<file path="config.mk">
export PLATFORM = sky130hd
export DESIGN_NAME = mc_ctrl
export DESIGN_NICKNAME = d
export VERILOG_FILES = /design/src/rtl/mc_ctrl.sv
export SDC_FILE = /design/constraint.sdc
export NUM_CORES = 1
export LEC_CHECK = 0
export ABC_CLOCK_PERIOD_IN_PS = 4050
export CORE_MARGIN = 4
export CORE_UTILIZATION = 49
export CTS_BUF_LIST = sky130_fd_sc_hd__clkbuf_2
export DETAILED_ROUTE_END_ITERATION = 12
export GPL_TIMING_DRIVEN = 0
export PLACE_DENSITY = 0.9
export REMOVE_ABC_BUFFERS = 1
export SYNTH_ARGS = -nofsm -noshare
export SYNTH_HDL_FRONTEND = slang
export SYNTH_SLANG_ARGS = --single-unit
</file>
<file path="constraint.sdc">
create_clock -name clk -period 4.05 [get_ports clk]
set_clock_uncertainty 0.05 [all_clocks]
set_input_delay 1.0125 -clock clk [delete_from_list [all_inputs] [get_ports clk]]
set_output_delay 1.0125 -clock clk [all_outputs]
set_load 0.02 [all_outputs]
</file>
<file path="src/rtl/mc_ctrl.sv">
// Multi-cycle MIPS control unit: sequences fetch/decode/execute/memory/writeback
// and drives datapath selects, ALU operation and write enables.
package mc_pkg;
    typedef enum logic [3:0] {
        S_FETCH   = 4'd0,
        S_DECODE  = 4'd1,
        S_MEMADR  = 4'd2,
        S_MEMRD   = 4'd3,
        S_MEMWB   = 4'd4,
        S_MEMWR   = 4'd5,
        S_EXEC    = 4'd6,
        S_ALUWB   = 4'd7,
        S_IEXEC   = 4'd8,
        S_IWB     = 4'd9,
        S_BRANCH  = 4'd10,
        S_JUMP    = 4'd11,
        S_ILLEGAL = 4'd15
    } state_t;

    localparam logic [3:0] ALU_ADD  = 4'd0;
    localparam logic [3:0] ALU_SUB  = 4'd1;
    localparam logic [3:0] ALU_AND  = 4'd2;
    localparam logic [3:0] ALU_OR   = 4'd3;
    localparam logic [3:0] ALU_XOR  = 4'd4;
    localparam logic [3:0] ALU_NOR  = 4'd5;
    localparam logic [3:0] ALU_SLT  = 4'd6;
    localparam logic [3:0] ALU_SLTU = 4'd7;
    localparam logic [3:0] ALU_SLL  = 4'd8;
    localparam logic [3:0] ALU_SRL  = 4'd9;
    localparam logic [3:0] ALU_SRA  = 4'd10;

    localparam logic [5:0] OP_RTYPE = 6'h00;
    localparam logic [5:0] OP_J     = 6'h02;
    localparam logic [5:0] OP_BEQ   = 6'h04;
    localparam logic [5:0] OP_BNE   = 6'h05;
    localparam logic [5:0] OP_ADDI  = 6'h08;
    localparam logic [5:0] OP_SLTI  = 6'h0A;
    localparam logic [5:0] OP_SLTIU = 6'h0B;
    localparam logic [5:0] OP_ANDI  = 6'h0C;
    localparam logic [5:0] OP_ORI   = 6'h0D;
    localparam logic [5:0] OP_LW    = 6'h23;
    localparam logic [5:0] OP_SW    = 6'h2B;
endpackage

module mc_ctrl
    import mc_pkg::*;
#(
    parameter int RDY_TIMEOUT = 16
) (
    input  logic       clk,
    input  logic       rstn,
    input  logic [5:0] Op,
    input  logic [5:0] Funct,
    input  logic       Zero,
    input  logic       mem_rdy,
    output logic       PCWrite,
    output logic       IRWrite,
    output logic       IorD,
    output logic       MemRead,
    output logic       MemWrite,
    output logic       RegWrite,
    output logic       RegDst,
    output logic       MemtoReg,
    output logic [1:0] ALUSrcA,
    output logic [1:0] ALUSrcB,
    output logic       EXTOp,
    output logic [3:0] ALUOp,
    output logic [1:0] PCSource,
    output logic [3:0] state,
    output logic       illegal
);
    localparam int CW = (RDY_TIMEOUT > 1) ? $clog2(RDY_TIMEOUT) : 1;
    localparam bit TO_EN = (RDY_TIMEOUT > 0);
    localparam logic [CW-1:0] TO_LAST = CW'((RDY_TIMEOUT > 0) ? RDY_TIMEOUT - 1 : 0);

    state_t        st;
    state_t        nxt;
    logic [CW-1:0] cnt;
    logic          waiting;
    logic          r_ok;
    logic          r_shift;
    logic [3:0]    r_op;
    logic [3:0]    i_op;
    logic          i_sx;

    assign waiting = !mem_rdy &&
                     (st == S_FETCH || st == S_MEMRD || st == S_MEMWR);

    always_comb begin
        r_ok    = 1'b1;
        r_shift = 1'b0;
        r_op    = ALU_ADD;
        case (Funct)
            6'h20, 6'h21: r_op = ALU_ADD;
            6'h22, 6'h23: r_op = ALU_SUB;
            6'h24:        r_op = ALU_AND;
            6'h25:        r_op = ALU_OR;
            6'h26:        r_op = ALU_XOR;
            6'h27:        r_op = ALU_NOR;
            6'h2A:        r_op = ALU_SLT;
            6'h2B:        r_op = ALU_SLTU;
            6'h00, 6'h04: begin r_op = ALU_SLL; r_shift = 1'b1; end
            6'h02, 6'h06: begin r_op = ALU_SRL; r_shift = 1'b1; end
            6'h03, 6'h07: begin r_op = ALU_SRA; r_shift = 1'b1; end
            default:      r_ok = 1'b0;
        endcase
    end

    // Logical immediates zero-extend; arithmetic/compare ones sign-extend
    always_comb begin
        i_op = ALU_ADD;
        i_sx = 1'b1;
        case (Op)
            OP_ANDI:  begin i_op = ALU_AND; i_sx = 1'b0; end
            OP_ORI:   begin i_op = ALU_OR;  i_sx = 1'b0; end
            OP_SLTI:  i_op = ALU_SLT;
            OP_SLTIU: i_op = ALU_SLTU;
            default:  ;
        endcase
    end

    always_comb begin
        nxt = st;
        case (st)
            S_FETCH:  if (mem_rdy) nxt = S_DECODE;
            S_DECODE: begin
                case (Op)
                    OP_LW, OP_SW:     nxt = S_MEMADR;
                    OP_RTYPE:         nxt = S_EXEC;
                    OP_ADDI, OP_ANDI, OP_ORI,
                    OP_SLTI, OP_SLTIU: nxt = S_IEXEC;
                    OP_BEQ, OP_BNE:   nxt = S_BRANCH;
                    OP_J:             nxt = S_JUMP;
                    default:          nxt = S_ILLEGAL;
                endcase
            end
            S_MEMADR: nxt = (Op == OP_SW) ? S_MEMWR : S_MEMRD;
            S_MEMRD:  if (mem_rdy) nxt = S_MEMWB;
            S_MEMWR:  if (mem_rdy) nxt = S_FETCH;
            S_EXEC:   nxt = r_ok ? S_ALUWB : S_ILLEGAL;
            S_IEXEC:  nxt = S_IWB;
            S_MEMWB, S_ALUWB, S_IWB,
            S_BRANCH, S_JUMP: nxt = S_FETCH;
            default:  nxt = S_ILLEGAL;
        endcase
        if (TO_EN && waiting && cnt == TO_LAST)
            nxt = S_ILLEGAL;
    end

    always_ff @(posedge clk or negedge rstn) begin
        if (!rstn) begin
            st  <= S_FETCH;
            cnt <= '0;
        end else begin
            st  <= nxt;
            cnt <= (waiting && nxt == st) ? cnt + 1'b1 : '0;
        end
    end

    always_comb begin
        PCWrite  = 1'b0;
        IRWrite  = 1'b0;
        IorD     = 1'b0;
        MemRead  = 1'b0;
        MemWrite = 1'b0;
        RegWrite = 1'b0;
        RegDst   = 1'b0;
        MemtoReg = 1'b0;
        ALUSrcA  = 2'd0;
        ALUSrcB  = 2'd0;
        EXTOp    = 1'b0;
        ALUOp    = ALU_ADD;
        PCSource = 2'd0;
        case (st)
            S_FETCH: begin
                MemRead = 1'b1;
                ALUSrcB = 2'd1;
                IRWrite = mem_rdy;
                PCWrite = mem_rdy;
            end
            S_DECODE: begin
                ALUSrcB = 2'd3;
                EXTOp   = 1'b1;
            end
            S_MEMADR: begin
                ALUSrcA = 2'd1;
                ALUSrcB = 2'd2;
                EXTOp   = 1'b1;
            end
            S_MEMRD: begin
                MemRead = 1'b1;
                IorD    = 1'b1;
            end
            S_MEMWB: begin
                RegWrite = 1'b1;
                MemtoReg = 1'b1;
            end
            S_MEMWR: begin
                MemWrite = 1'b1;
                IorD     = 1'b1;
            end
            S_EXEC: begin
                ALUSrcA = r_shift ? 2'd2 : 2'd1;
                ALUOp   = r_op;
            end
            S_ALUWB: begin
                RegWrite = 1'b1;
                RegDst   = 1'b1;
            end
            S_IEXEC: begin
                ALUSrcA = 2'd1;
                ALUSrcB = 2'd2;
                ALUOp   = i_op;
                EXTOp   = i_sx;
            end
            S_IWB: RegWrite = 1'b1;
            S_BRANCH: begin
                ALUSrcA  = 2'd1;
                ALUOp    = ALU_SUB;
                PCSource = 2'd1;
                PCWrite  = (Op == OP_BNE) ? !Zero : Zero;
            end
            S_JUMP: begin
                PCWrite  = 1'b1;
                PCSource = 2'd2;
            end
            default: ;
        endcase
        // Enables stay low for the whole reset, not just after the next edge
        if (!rstn) begin
            PCWrite  = 1'b0;
            IRWrite  = 1'b0;
            MemRead  = 1'b0;
            MemWrite = 1'b0;
            RegWrite = 1'b0;
        end
    end

    assign state   = st;
    assign illegal = (st == S_ILLEGAL);
endmodule

</file>
# Word-level counts from Yosys, hierarchy flattened
# Cells that the tools add are included.
[op_classes]
n_addsub = 1
n_eq_ne = 39
muxes = 34
reduce_logical = 27
[op_table]
columns = ["cell", "count"]
rows = [
  ["$eq A6 B6 Y1 const B", 12],
  ["$pmux W4 S10", 1],
  ["$pmux W4 S8", 1],
  ["$eq A6 B3 Y1 const B", 5],
  ["$eq A6 B4 Y1 const B", 5],
  ["$eq A4 B4 Y1 const B", 6],
  ["$mux W4", 6],
  ["$reduce_or A2 Y1", 11],
  ["$pmux W4 S5", 1],
  ["$eq A6 B2 Y1 const B", 3],
  ["$eq A4 B3 Y1 const B", 4],
  ["$mux W1", 16],
  ["$reduce_or A16 Y1", 1],
  ["$logic_not A6 Y1", 2],
  ["$pmux W3 S4", 1],
  ["$pmux W4 S3", 1],
  ["$reduce_or A5 Y1", 2],
  ["$eq A4 B2 Y1 const B", 2],
  ["$pmux W2 S2", 2],
  ["$pmux W2 S3", 1],
  ["$reduce_or A3 Y1", 2],
  ["$reduce_or A6 Y1", 1],
  ["$add A4 B1 Y4 const B", 1],
  ["$eq A4 B1 Y1 const B", 1],
  ["9 further kinds", 13],
]
[word_totals]
regBits = 8
input_bits = 16
wordCells = 103

# Longest topological paths before layout
# Gate-level depths: netlist of run 1.
[depth]
depth_word = 9
depth_mapped = 6

# Worst setup path before layout of run 1
# OpenSTA, ideal clock, no wires.
[synth_timing]
kind = "input to output"
from = "input port Op[1]"
to = "output port ALUOp[0]"
arrival_time_ps = 2124
slack_ps = 864
path_stages = 5
path_cell_list = "clkbuf_1 -> xnor2_1 -> nor2b_1 -> a21oi_1 -> o32ai_1"
[synth_between]
elab_chain_len = 3
word_cells_on_any_way = 6
classes_between = "eq/ne: 4; mux: 2"
[synth_rtl]
columns = ["item", "line_no", "rtl"]
rows = [
  ["from (decl)", "52", "input logic [5:0] Op,"],
  ["$eq A6 B4 Y1", "113", "case (Op)"],
  ["$pmux W3 S4 (*)", "113", ""],
  ["$pmux W4 S3 (*)", "174", "case (st)"],
  ["to (decl)", "67", "output logic [3:0] ALUOp,"],
]
# Mark *: on every way between the ends. The rest lies on a longest branch, timed or not.

# Worst setup path in the final report of run 1
[layout_timing]
from = "input port Funct[1]"
to = "output port ALUSrcA[1]"
[layout_between]
elab_chain_len = 5
word_cells_on_any_way = 10
classes_between = "eq/ne: 5; mux: 3; reduce/logical: 2"
[layout_rtl]
columns = ["item", "line_no", "rtl"]
rows = [
  ["from (decl)", "53", "input logic [5:0] Funct,"],
  ["$eq A6 B2 Y1 (tied with other cells)", "93", "case (Funct)"],
  ["$reduce_or A6 Y1 (no source line) (*)", "-", ""],
  ["$mux W1 (*)", "93", ""],
  ["$mux W2 (*)", "203", "ALUSrcA = r_shift ? 2'd2 : 2'd1;"],
  ["$pmux W2 S2 (*)", "174", ""],
  ["to (decl)", "64", "output logic [1:0] ALUSrcA,"],
]
# Marks and branches as above.

==> metrics.txt, run 1 <==
status=completed; design area=~0.0015 mm²; slowest stage cell, crit path=clkdlybuf4s50_1; Initial Util=a little over half; via-per-instance ratio=5.990; FF-to-FF Start=state[3]$_DFF_PN0_; CTS H-tree lvls=1; Worst Reg-to-Reg Cells=4; Synth Area in XOR/XNOR=5.645%; Synth Area in Compound Gates=between 20% and 30%; Crit Path Class=input pin to output port; Simple-Gate Fraction of Synth Area=a little under two fifths; Clock Path Buffers=2; Total Wirelength=2989 µm; Worst Hold Path Cells=1; Synth Instances=around 150; MaxCap Viol Count=0; min-delay src=cnt[0]$_DFF_PN0_; HP Class=register to register; RSZ-0062 raised after global routing=no; Buf+Inv Stages, Crit Path=3; largest net degree at the start of global routing=23; max_slew headroom=59.17%; DP Area=between 0.001 and 0.0015 mm²; area growth from synthesis to layout=37.21%; critical path depth in cells=5; Iter 0 DRT Violations=44; fin crit period=roughly 3900 ps; Synth Area in Adders=approximately 1.2%; Port-buffer cells=39; core area=a little over 0.002 mm²; drt wl/cell=approximately 14 µm; antenna cells=0; worst-path cell chain=clkdlybuf4s50_1 -> inv_1 -> a2111oi_4 -> nor2b_1 -> clkdlybuf4s50_1; hpwl dp=~2300 µm; WHS=about 440 ps; CP startpoint=Funct[1]; CP top delay family=buffers and inverters; number of global-route vias before repair=1050; fin crit share=96.74%; clk sink count=8; GPL Wtd Cong=approximately 0.88; Mean Syn Cell Area=around 7.1 µm²; row cnt=16; Cell variety after synth=50; maximum achievable frequency=about 260 MHz; Yosys warning count=0; Final Hold Viols=0; largest fanout on the critical path=5; Pleak=around 0.58 nW; Clock transition at path regs=70 ps; asr flop ratio synth=100.0%; Pwr Density=slightly below 600 mW/mm²; Final setup viols=0; synthesized flop and latch total=8; Max Slew Vio Count=0; Post-Layout Cell Count=210; Worst IR Drop VDD=roughly 0.00037 V; CTS tree=done; grt total ovfl=0; worst-margin pin slew=612.5 ps; detailed-route via count=between 1000 and 1500; Clock Latency Late Sink=approximately 240 ps; placed insts=about 210; worst path required time=around 3000 ps; clk root buf=clkbuf_2; post-synthesis mux area share=approximately 2.3%; Pre-antenna DRT Iters=4; initial antenna violation count=0; Die Area=0.003034 mm²; register area share after synthesis=18.43%; crit start category=input pin; critical path arrival=2860 ps; fraction of layout cells with a size suffix above 1=under 10%; Post-synth EDFFs=0; Antenna Nets Post-Route=0; Main synth FF type=dfrtp_1; nets@finish=about 200; most numerous cell on the critical path=clkdlybuf4s50_1; Inserted Clock Buffers=3; chip width=roughly 55 µm; first-pass GRT wire length=around 4700 µm; CP max stage delay=between 600 and 700 ps; gr usage total=between 20% and 30%; DIE HEIGHT=55.08 µm; largest family of logic cells by synthesized area=simple AND/OR/NAND/NOR gates; Worst Setup End Kind=output port; io pins=40; Post-Syn Area=around 0.0011 mm²; Residual DRC=0
==> cell type report <==
| type | instances | area (µm²) |
|---|---|---|
| clock buffers | 3 | 15.01 |
| multi-input cells | 128 | 822.0 |
| flip-flops and latches | 8 | 200.2 |
| fillers | 169 | 551.8 |
| inverters | 5 | 18.77 |
| repair buffers | 39 | 400.4 |
| well taps | 27 | 33.78 |
==> synth_stat cells, drive strengths merged (4+ instances only) <==
library cell,instances,area [µm²]
nor3,6,35.03
a21oi,11,55.05
buf,6,41.28
a31oi,5,31.28
dfrtp,8,200.2
o21ai,7,35.03
nor2b,9,56.30
xor2,4,35.03
nand3,5,25.02
clkbuf,7,26.28
nand2,8,30.03
nor2,22,82.58
nand2b,7,43.79
inv,5,18.77
==> registers in the layout (all words and copies together), names as in the netlist <==
signal	count
cnt	4
state	4
==> power breakdown <==
part	internal, mW	switching [mW]	leakage (nW)
combinational	0.296	0.306	0.464
clock	0.0202	0.0276	0.0125
sequential	0.104	0.104	0.104
total	0.421	0.438	0.580
==> cell families (layout without fill, tap and decap cells) <==
group,after synthesis,after routing
and+or+nand+nor,76,76
adders and majority gates,1,1
xor gates and xnor gates,7,7
DFF,8,8
AOI/OAI and AO/OA,42,42
buffers and inverters,18,47
muxes,2,2
==> cell usage in the layout, fill, tap and decap left out, drive strengths merged, types with 2 or more instances in the layout <==
master,instances
a211o,2
nor2b,9
xnor2,3
nor4,3
inv,5
clkbuf,3
clkdlybuf4s50,35
o21ai,7
o22ai,2
nand3b,2
xor2,4
nand2,8
nor2,22
nor3,6
nor4b,2
nand2b,7
a21oi,11
a31oi,5
or2,2
or3b,3
dfrtp,8
nand3,5
dlymetal6s2s,4
a2111oi,3
==> routing by layer <==
metal  up-vias  global-route usage, %  wire, µm
met1       571                  28.01      1371
li1        627                      -         -
met5         -                      0         0
met2        57                  36.61      1393
met3         3                  1.609       210
met4         0                  2.834        13
==> worst paths after layout <==
kind | to | slack (ps)
max in group asynchronous | cnt[0]$_DFF_PN0_ | 2550
min | cnt[0]$_DFF_PN0_ | 440
max reg2reg | state[3]$_DFF_PN0_ | 1840
min in group asynchronous | state[2]$_DFF_PN0_ | 1060
max | ALUSrcA[1] | 130
min reg2reg | cnt[0]$_DFF_PN0_ | 440
==> what timing repair did <==
action / CTS / global route
setup buffers: 0 / 0
resized for setup: 2 / 5
endpoints found under the hold margin: 0 / 0
endpoints found under the setup margin: 2 / 5
pin swaps: 0 / 1
hold buffers: 0 / 0
==> stage by stage <==
stage               worst slack [ps]  TNS, ps  utilization, %  total power, mW
floorplan                       1006        0               -           0.5627
global placement               18.53        0           70.65           0.7936
detailed placement            -24.64   -41.79           70.65           0.8063
CTS                            13.94        0           71.88           0.8563
global route                   2.738        0           72.98           0.9280
finish                         132.0        0           72.98           0.8588
(Power assumes the default switching activity.)
==> run 2: changes to the inputs <==
CTS_CLUSTER_DIAMETER = 80   (was unset)
==> results of run 2 <==
Final layout, timing and power as in run 1 (identical DEF).
